--- config.mk ---
export PLATFORM = sky130hd
export DESIGN_NAME = score_keeper
export DESIGN_NICKNAME = d
export VERILOG_FILES = /design/src/rtl/score_keeper.sv
export SDC_FILE = /design/constraint.sdc
export NUM_CORES = 1
export LEC_CHECK = 0
export CORE_ASPECT_RATIO = 0.9
export CORE_MARGIN = 5
export CORE_UTILIZATION = 45
export CTS_CLUSTER_DIAMETER = 120
export DETAILED_ROUTE_END_ITERATION = 6
export GPL_TIMING_DRIVEN = 0
export PLACE_DENSITY = 0.73
export SETUP_SLACK_MARGIN = 0.15
export SLEW_MARGIN = 10
export SYNTH_ARGS = -nofsm -noshare
export SYNTH_HDL_FRONTEND = slang
export SYNTH_SLANG_ARGS = --single-unit
--- constraint.sdc ---
create_clock -name clk -period 9 [get_ports clk]
set_input_delay 0.9 -clock clk [delete_from_list [all_inputs] [get_ports clk]]
set_output_delay 0.9 -clock clk [all_outputs]
set_load 0.01 [all_outputs]
--- src/rtl/score_keeper.sv ---
// Snake game score keeper: counts apples, ranks the high score on game over,
// and renders both values as blanked decimal on six active-low 7-seg displays.
module score_keeper (
  input  logic       clk,
  input  logic       rst,
  input  logic       apple_eaten,
  input  logic       collision,
  output logic [7:0] score,
  output logic [7:0] high_score,
  output logic [6:0] hex0,
  output logic [6:0] hex1,
  output logic [6:0] hex2,
  output logic [6:0] hex3,
  output logic [6:0] hex4,
  output logic [6:0] hex5
);

  localparam int unsigned VAL_W = 8;
  localparam int unsigned SEG_W = 7;
  localparam logic [VAL_W-1:0] SCORE_MAX = 8'hFF;
  localparam logic [SEG_W-1:0] SEG_BLANK = 7'b1111111;

  typedef enum logic {PLAYING, OVER} state_t;

  state_t state;

  // Game state, score and high score; collision takes priority over an apple.
  always_ff @(posedge clk or negedge rst) begin
    if (!rst) begin
      state      <= PLAYING;
      score      <= '0;
      high_score <= '0;
    end else begin
      case (state)
        PLAYING: begin
          if (collision) begin
            state <= OVER;
            if (score > high_score) high_score <= score;
          end else if (apple_eaten && score != SCORE_MAX) begin
            score <= score + 8'd1;
          end
        end
        OVER: begin
          if (!collision) begin
            state <= PLAYING;
            score <= '0;
          end
        end
        default: state <= PLAYING;
      endcase
    end
  end

  // Double-dabble: 8-bit binary to three BCD digits {hundreds, tens, units}.
  function automatic logic [11:0] to_bcd(input logic [VAL_W-1:0] bin);
    logic [19:0] sh;
    sh = {12'd0, bin};
    for (int i = 0; i < 8; i++) begin
      if (sh[11:8]  >= 4'd5) sh[11:8]  = sh[11:8]  + 4'd3;
      if (sh[15:12] >= 4'd5) sh[15:12] = sh[15:12] + 4'd3;
      if (sh[19:16] >= 4'd5) sh[19:16] = sh[19:16] + 4'd3;
      sh = sh << 1;
    end
    return sh[19:8];
  endfunction

  function automatic logic [SEG_W-1:0] to_seg(input logic [3:0] d);
    case (d)
      4'd0:    return 7'b1000000;
      4'd1:    return 7'b1111001;
      4'd2:    return 7'b0100100;
      4'd3:    return 7'b0110000;
      4'd4:    return 7'b0011001;
      4'd5:    return 7'b0010010;
      4'd6:    return 7'b0000010;
      4'd7:    return 7'b1111000;
      4'd8:    return 7'b0000000;
      4'd9:    return 7'b0010000;
      default: return SEG_BLANK;
    endcase
  endfunction

  logic [11:0] score_bcd;
  logic [11:0] high_bcd;

  assign score_bcd = to_bcd(score);
  assign high_bcd  = to_bcd(high_score);

  // Leading-zero blanking on hundreds and tens; units always shown.
  assign hex0 = to_seg(score_bcd[3:0]);
  assign hex1 = (score < 8'd10)  ? SEG_BLANK : to_seg(score_bcd[7:4]);
  assign hex2 = (score < 8'd100) ? SEG_BLANK : to_seg(score_bcd[11:8]);
  assign hex3 = to_seg(high_bcd[3:0]);
  assign hex4 = (high_score < 8'd10)  ? SEG_BLANK : to_seg(high_bcd[7:4]);
  assign hex5 = (high_score < 8'd100) ? SEG_BLANK : to_seg(high_bcd[11:8]);

endmodule

==> run_summary.xml, run 1 <==
<?xml version="1.0" encoding="UTF-8"?>
<metrics>
  <group name="timing">
    <metric name="setup_total_negative_slack" unit="ps">0</metric>
    <metric name="finalMaxSlewViolations" unit="">0</metric>
    <metric name="max_slew_margin" unit="%">47.2</metric>
    <metric name="finalHoldWorstSlack" unit="ps">608</metric>
    <metric name="worst_clock_skew" unit="ps">3.78</metric>
    <metric name="fin_crit_sh" unit="%">92.8</metric>
    <metric name="count_of_final_setup_violators" unit="">0</metric>
    <metric name="grt_setup_unrepaired" unit="">false</metric>
    <metric name="setup_ws" unit="ps">644</metric>
    <metric name="finalCriticalPeriod" unit="ps">8360</metric>
    <metric name="timing.fmax" unit="MHz">120</metric>
    <metric name="timing.final.hold_violations" unit="">0</metric>
    <metric name="tightestPinTransition" unit="ps">790</metric>
  </group>
  <group name="setup_path">
    <metric name="timing.critical_path.buf_inv" unit="">7</metric>
    <metric name="cp_data_arrival_time" unit="ps">7460</metric>
    <metric name="worst_setup_path_end_kind" unit="">output port</metric>
    <metric name="crit_path_start_kind" unit="">flop</metric>
    <metric name="cp_common_cell" unit="">sky130_fd_sc_hd__ha_1</metric>
    <metric name="worst_ep_required_time" unit="ps">8100</metric>
    <metric name="worstPathMaxFanout" unit="">10</metric>
    <metric name="worst-setup-path-type" unit="">reg -&gt; out</metric>
    <metric name="critPathSlowestCell" unit="">sky130_fd_sc_hd__clkdlybuf4s50_1</metric>
    <metric name="worst_path_dominant_cell_family" unit="">compound AO/OA/AOI/OAI gates</metric>
    <metric name="maximum_single_stage_delay_on_the_critical_path" unit="ps">500</metric>
  </group>
  <group name="die">
    <metric name="floorplan.initialDensity" unit="%">46.3</metric>
    <metric name="fp.dieH" unit="um">99.5</metric>
    <metric name="placementRows" unit="">32</metric>
    <metric name="die-area" unit="sq mm">0.0109</metric>
    <metric name="core_region_area" unit="sq mm">0.00865</metric>
    <metric name="die_width" unit="um">109</metric>
    <metric name="top_level_pins" unit="">62</metric>
  </group>
  <group name="routing">
    <metric name="route.detailed.drc" unit="">0</metric>
    <metric name="post_drt_via_cell_ratio" unit="">5.94</metric>
    <metric name="antenna_violating_nets_post_route" unit="">0</metric>
    <metric name="first_iter_violations" unit="">282</metric>
    <metric name="wl" unit="um">10800</metric>
    <metric name="routedWlPerCell" unit="um">14.7</metric>
    <metric name="detailedRoute.firstPassIterationCount" unit="">5</metric>
    <metric name="detailroute.via_count" unit="">4366</metric>
  </group>
  <group name="synth">
    <metric name="synth.yosys.warnings" unit="">0</metric>
    <metric name="syn-num-nets" unit="">596</metric>
    <metric name="ys.flop_type" unit="">sky130_fd_sc_hd__dfrtp_1</metric>
    <metric name="synth_edf_count" unit="">0</metric>
    <metric name="post_synth.cell_area_avg" unit="sq um">7.27</metric>
    <metric name="post_synth_inst_count" unit="">551</metric>
    <metric name="async_reset_ff_share" unit="%">100</metric>
    <metric name="synth_seq_cells" unit="">17</metric>
    <metric name="sequential_area_share_after_synthesis" unit="%">10.6</metric>
    <metric name="syn-cell-area" unit="sq mm">0.00401</metric>
    <metric name="yosys.cell_types.count" unit="">77</metric>
  </group>
  <group name="clock_network">
    <metric name="clock_tree.buffer_depth" unit="">2</metric>
    <metric name="cts.root.buffer_cell" unit="">sky130_fd_sc_hd__clkbuf_8</metric>
    <metric name="post-cts-setup-buffers" unit="">0</metric>
    <metric name="clock_insertion_delay_worst_skew" unit="ps">250</metric>
    <metric name="cts_inserted_buffers" unit="">3</metric>
    <metric name="tritoncts" unit="">done</metric>
    <metric name="path_clk_slew" unit="ps">70</metric>
    <metric name="cts.sink_count" unit="">17</metric>
    <metric name="cts-htree-levels" unit="">1</metric>
  </group>
  <group name="placement">
    <metric name="hpwlAfterDp" unit="um">8660</metric>
    <metric name="port_buffers" unit="">61</metric>
    <metric name="gp_weighted_congestion" unit="">0.931</metric>
    <metric name="detailed_place.area" unit="sq mm">0.00477</metric>
    <metric name="place_worst_setup_slack" unit="ps">571</metric>
  </group>
  <group name="global_routing">
    <metric name="grt_pass1_wl" unit="um">17800</metric>
    <metric name="grt_antenna_before_repair" unit="">0</metric>
    <metric name="grt_overflow_total" unit="">0</metric>
    <metric name="largest_net_degree_at_the_start_of_global_routing" unit="">18</metric>
    <metric name="track_usage" unit="%">19.0</metric>
    <metric name="grt_pass1_vias" unit="">3873</metric>
  </group>
  <group name="cells_and_area">
    <metric name="finalNetCount" unit="">662</metric>
    <metric name="layout.cell_area.non_filler" unit="sq mm">0.00483</metric>
    <metric name="area.growth.synth_to_final" unit="%">20.6</metric>
    <metric name="insertedDiodeCount" unit="">0</metric>
    <metric name="final_layout_size_suffix_gt1_share" unit="%">8.28</metric>
  </group>
  <group name="outcome">
    <metric name="outcome" unit="">finished, final reports clean</metric>
  </group>
  <group name="min_path">
    <metric name="worst_hold_path_class" unit="">reg -&gt; reg</metric>
  </group>
  <group name="power">
    <metric name="leakagePower" unit="nW">2.06</metric>
    <metric name="power.ir.vdd_worst" unit="uV">105</metric>
    <metric name="cellPowerDensity" unit="mW/mm^2">95.5</metric>
    <metric name="total_power" unit="mW">0.462</metric>
  </group>
  <group name="run">
    <metric name="drv.max_cap_violation_count" unit="">0</metric>
  </group>
</metrics>
==> logic make-up (layout without fill, tap and decap cells) <==
| group | after synthesis | in the layout | share of synthesized area (%) |
|---|---|---|---|
| mux | 33 | 33 | 9.21 |
| flops | 17 | 17 | 10.6 |
| compound gates | 189 | 189 | 34.1 |
| fa+ha+maj | 41 | 41 | 12.8 |
| simple gates | 194 | 194 | 23.4 |
| buf+inv | 64 | 129 | 6.40 |
| xor+xnor | 13 | 13 | 3.50 |
==> flip-flops by register name, summed over array words and instances, names as in the netlist <==
name	flops
high_score	8
score	8
state	1
==> tightest hold or removal path, delay by kind of cell (launching register included) <==
kind,cells,cell delay [ps]
compound gates,1,70
flops,1,440
simple gates,1,60
==> routing by layer <==
layer / vias to the layer above / global-route usage (%) / routed length, um
li1: 2180 / - / -
met1: 2027 / 30.0 / 5640
met2: 155 / 28.2 / 4450
met3: 4 / 3.18 / 686
met4: 0 / 0.767 / 36
met5: - / 0 / 0
==> power breakdown <==
part           internal [mW]  switching, mW
Clock                 0.0307         0.0262
Sequential            0.0836         0.0140
Combinational          0.147          0.160
==> synth_stat cells (all sizes together), types with 5 or more instances <==
cell type	instances	area share, %
and3	8	1.2
a21boi	6	1.1
a211oi	9	1.8
inv	43	4.0
dfrtp	17	11
ha	41	13
and2	7	1.2
o21ai	51	6.5
nand3	24	3.0
a21o	14	2.6
mux2i	21	5.6
xnor2	13	3.5
a21oi	37	5.7
nand2b	6	0.94
clkbuf	14	1.3
nor2b	5	0.78
nand2	59	5.5
o21a	6	1.1
nor3	20	2.8
mux2	12	3.7
o22ai	7	1.1
nor2	45	4.2
a31oi	7	1.1
o211ai	6	1.1
==> cells in the final DEF (no fill, tap or decap), types with 15 or more instances in the layout <==
cell / netlist / layout
sky130_fd_sc_hd__a21oi_1: 32 / 32
sky130_fd_sc_hd__clkdlybuf4s50_1: 0 / 61
sky130_fd_sc_hd__dfrtp_1: 17 / 15
sky130_fd_sc_hd__ha_1: 41 / 41
sky130_fd_sc_hd__inv_1: 43 / 43
sky130_fd_sc_hd__mux2i_1: 20 / 20
sky130_fd_sc_hd__nand2_1: 59 / 59
sky130_fd_sc_hd__nand3_1: 24 / 24
sky130_fd_sc_hd__nor2_1: 45 / 44
sky130_fd_sc_hd__nor3_1: 19 / 19
sky130_fd_sc_hd__o21ai_0: 43 / 43
==> area by class of cell <==
type | count | area, sq um
fillers | 859 | 3810
multi-input cells | 470 | 3340
repair buffers | 61 | 611
clock buffers | 3 | 41.3
flip-flops and latches | 17 | 428
inverters | 46 | 174
well taps | 119 | 149
plain buffers | 18 | 85.1
clock inverters | 1 | 5.00
==> path summary, 6_finish.rpt <==
check	startpoint	endpoint	cells past startpoint	slack, ps
setup / recovery	score[5]$_DFFE_PN0P_	hex1[6]	32	640
hold reg to reg	high_score[6]$_DFFE_PN0P_	high_score[6]$_DFFE_PN0P_	2	610
min in group asynchronous	rst	high_score[5]$_DFFE_PN0P_	1	1110
hold / removal	high_score[6]$_DFFE_PN0P_	high_score[6]$_DFFE_PN0P_	2	610
setup reg to reg	high_score[2]$_DFFE_PN0P_	high_score[4]$_DFFE_PN0P_	11	6100
max in group asynchronous	rst	score[6]$_DFFE_PN0P_	1	7360
==> timing repair <==
item	4_1_cts	5_1_grt
endpoints found under the setup margin	0	14
hold buffers	0	0
gates resized for setup	0	9
==> stage by stage <==
stage / cells / util, %
2_1_floorplan: 551 / -
3_3_place_gp: 731 / 55.1
3_5_place_dp: 731 / 55.1
4_1_cts: 735 / 55.7
5_1_grt: 735 / 55.9
6_report: 735 / 55.9
Note: power is estimated with default switching activity, not from simulation.
==> run 2: changes to the inputs <==
CORE_MARGIN = 2   (was 5)
PLACE_DENSITY = 0.69   (was 0.73)
==> run 2 against run 1 <==
Maximum frequency increased by 1.2%. Clock skew down 2.7 ps. Setup slack improved by 100 ps. Sequential cell count is the same. Power down 1.0%. Hold slack got worse by 25 ps. Highest routed layer unchanged.
==> run_summary.xml, run 2 (synthesis gave the netlist of run 1 again) <==
<?xml version="1.0" encoding="UTF-8"?>
<metrics>
  <group name="timing">
    <metric name="setup_total_negative_slack" unit="ps">0</metric>
    <metric name="timing.final.hold_violations" unit="">0</metric>
    <metric name="finalHoldWorstSlack" unit="ps">582</metric>
    <metric name="timing.fmax" unit="MHz">121</metric>
    <metric name="grt_setup_unrepaired" unit="">false</metric>
    <metric name="fin_crit_sh" unit="%">91.7</metric>
    <metric name="tightestPinTransition" unit="ps">793</metric>
    <metric name="count_of_final_setup_violators" unit="">0</metric>
    <metric name="worst_clock_skew" unit="ps">1.08</metric>
    <metric name="finalMaxSlewViolations" unit="">0</metric>
    <metric name="max_slew_margin" unit="%">47.2</metric>
    <metric name="finalCriticalPeriod" unit="ps">8260</metric>
  </group>
  <group name="die">
    <metric name="top_level_pins" unit="">62</metric>
    <metric name="fp.dieH" unit="um">93.5</metric>
    <metric name="floorplan.initialDensity" unit="%">46.6</metric>
    <metric name="die-area" unit="sq mm">0.00968</metric>
    <metric name="placementRows" unit="">32</metric>
    <metric name="core_region_area" unit="sq mm">0.00861</metric>
    <metric name="die_width" unit="um">103</metric>
  </group>
  <group name="power">
    <metric name="leakagePower" unit="nW">2.06</metric>
    <metric name="sequential_group_share_of_total_power" unit="%">21.1</metric>
    <metric name="power.share.switching" unit="%">42.7</metric>
    <metric name="pwr-share-clk" unit="%">12.2</metric>
    <metric name="cellPowerDensity" unit="mW/mm^2">94.4</metric>
    <metric name="power.ir.vdd_worst" unit="uV">44.3</metric>
    <metric name="power.combinational.fraction" unit="%">66.6</metric>
    <metric name="internal_power" unit="mW">0.262</metric>
    <metric name="net_switching" unit="mW">0.195</metric>
  </group>
  <group name="cells_and_area">
    <metric name="area.growth.synth_to_final" unit="%">20.8</metric>
    <metric name="finalNetCount" unit="">662</metric>
    <metric name="insertedDiodeCount" unit="">0</metric>
    <metric name="final_layout_size_suffix_gt1_share" unit="%">8.12</metric>
    <metric name="largestRegisters" unit="">high_score (8), score (8), state (1)</metric>
    <metric name="finalCoreUtilization" unit="%">56.2</metric>
    <metric name="fill_cells" unit="">852</metric>
    <metric name="mostFrequentLayoutCell" unit="">sky130_fd_sc_hd__clkdlybuf4s50_1</metric>
    <metric name="sequential_cell_area" unit="sq um">428</metric>
    <metric name="layout.cell_area.non_filler" unit="sq mm">0.00484</metric>
    <metric name="multiInputGateArea" unit="sq mm">0.00335</metric>
    <metric name="layout_common_cells" unit="">61 x sky130_fd_sc_hd__clkdlybuf4s50_1, 59 x sky130_fd_sc_hd__nand2_1, 44 x sky130_fd_sc_hd__nor2_1</metric>
  </group>
  <group name="placement">
    <metric name="detailed_place.area" unit="sq mm">0.00477</metric>
    <metric name="gp_weighted_congestion" unit="">0.951</metric>
    <metric name="hpwlAfterDp" unit="um">8370</metric>
    <metric name="port_buffers" unit="">61</metric>
  </group>
  <group name="setup_path">
    <metric name="worst_ep_required_time" unit="ps">8100</metric>
    <metric name="critPathSlowestCell" unit="">sky130_fd_sc_hd__clkdlybuf4s50_1</metric>
    <metric name="rr_endpoint" unit="">high_score[5]$_DFFE_PN0P_</metric>
    <metric name="rrSetupSlack" unit="ps">6200</metric>
    <metric name="worst_setup_path_end_kind" unit="">output port</metric>
    <metric name="cp_common_cell" unit="">sky130_fd_sc_hd__ha_1</metric>
    <metric name="worstPathMaxFanout" unit="">10</metric>
    <metric name="worst-r2r-cell-count" unit="">12</metric>
    <metric name="crit-reg2reg-launch" unit="">high_score[2]$_DFFE_PN0P_</metric>
    <metric name="cp_data_arrival_time" unit="ps">7360</metric>
    <metric name="worst-setup-path-type" unit="">reg -&gt; out</metric>
    <metric name="critical_path.endpoint" unit="">hex4[5]</metric>
    <metric name="crit_path_start_kind" unit="">flop</metric>
    <metric name="maximum_single_stage_delay_on_the_critical_path" unit="ps">600</metric>
    <metric name="worst_setup_path_startpoint" unit="">high_score[6]$_DFFE_PN0P_</metric>
  </group>
  <group name="global_routing">
    <metric name="grt_antenna_before_repair" unit="">0</metric>
    <metric name="grt_pass1_vias" unit="">4077</metric>
    <metric name="grt_pass1_wl" unit="um">17900</metric>
    <metric name="grt_overflow_total" unit="">0</metric>
    <metric name="track_usage" unit="%">21.9</metric>
    <metric name="largest_net_degree_at_the_start_of_global_routing" unit="">18</metric>
  </group>
  <group name="routing">
    <metric name="detailroute.via_count" unit="">4347</metric>
    <metric name="wl" unit="um">10600</metric>
    <metric name="post_drt_via_cell_ratio" unit="">5.91</metric>
    <metric name="antenna_violating_nets_post_route" unit="">0</metric>
    <metric name="detailedRoute.firstPassIterationCount" unit="">4</metric>
    <metric name="first_iter_violations" unit="">160</metric>
    <metric name="route.detailed.drc" unit="">0</metric>
    <metric name="routedWlPerCell" unit="um">14.4</metric>
  </group>
  <group name="run">
    <metric name="drv.max_cap_violation_count" unit="">0</metric>
  </group>
  <group name="clock_network">
    <metric name="clock_tree.buffer_depth" unit="">2</metric>
    <metric name="cts_inserted_buffers" unit="">3</metric>
    <metric name="cts.root.buffer_cell" unit="">sky130_fd_sc_hd__clkbuf_8</metric>
    <metric name="path_clk_slew" unit="ps">60</metric>
    <metric name="cts-htree-levels" unit="">1</metric>
    <metric name="cts.hold.buffers_added" unit="">0</metric>
    <metric name="tritoncts" unit="">done</metric>
    <metric name="cts.sink_count" unit="">17</metric>
    <metric name="clock_insertion_delay_worst_skew" unit="ps">250</metric>
  </group>
  <group name="min_path">
    <metric name="worst_hold_path_class" unit="">reg -&gt; reg</metric>
  </group>
  <group name="outcome">
    <metric name="outcome" unit="">finished, final reports clean</metric>
  </group>
</metrics>
run 2: cell type report:
cell class / instances / share of cell area (%)
inverters: 46 / 3.59
plain buffers: 18 / 1.73
well taps: 119 / 3.08
clock buffers: 4 / 0.931
repair buffers: 61 / 12.6
flip-flops and latches: 17 / 8.84
multi-input cells: 470 / 69.2
run 2: how the worst min path moves through the flow:
stage / depth (start not counted) / startpoint / to
finish: 2 / high_score[6]$_DFFE_PN0P_ / high_score[6]$_DFFE_PN0P_
global placement: 2 / high_score[6]$_DFFE_PN0P_ / high_score[6]$_DFFE_PN0P_
floorplan: 2 / high_score[6]$_DFFE_PN0P_ / high_score[6]$_DFFE_PN0P_
global route: 2 / high_score[6]$_DFFE_PN0P_ / high_score[6]$_DFFE_PN0P_
detailed placement: 2 / high_score[6]$_DFFE_PN0P_ / high_score[6]$_DFFE_PN0P_
CTS: 2 / high_score[6]$_DFFE_PN0P_ / high_score[6]$_DFFE_PN0P_
run 2: power groups by stage:
stage / Combinational (mW) / Clock, mW / Sequential (mW)
after floorplan: 0.186 / 0 / 0.0977
after global placement: 0.297 / 0 / 0.0974
after detailed placement: 0.304 / 0 / 0.0973
after CTS: 0.305 / 0.0577 / 0.0960
after global routing: 0.340 / 0.0598 / 0.0977
final: 0.304 / 0.0559 / 0.0966
run 2: metal layers:
| layer | vias up | part of all wire (%) | GRT usage (%) |
|---|---|---|---|
| met5 | - | 0 | 0 |
| met4 | 0 | 1.3 | 6.47 |
| met3 | 13 | 3.2 | 0.673 |
| li1 | 2182 | - | - |
| met2 | 101 | 52 | 40.9 |
| met1 | 2051 | 44 | 26.9 |
run 2: repair_timing:
item	CTS	global route
resized for setup	0	10
hold endpoints to repair	0	0
setup buffers	0	0
setup endpoints to repair	0	9
run 2: metrics by stage:
step                      cells  power, mW  worst slack, ps
after floorplan             551      0.284             1870
after global placement      731      0.395              715
after detailed placement    731      0.402              620
after CTS                   735      0.459              288
after global routing        735      0.497              189
final                       735      0.457              743
run 2: worst max-delay path, delay by kind of cell, from the launching register on:
family / cells / cell delay (ps)
flops: 1 / 430
xor+xnor: 2 / 360
buf+inv: 7 / 1520
fa+ha+maj: 6 / 1210
simple gates: 5 / 1000
mux: 1 / 380
compound gates: 9 / 2190
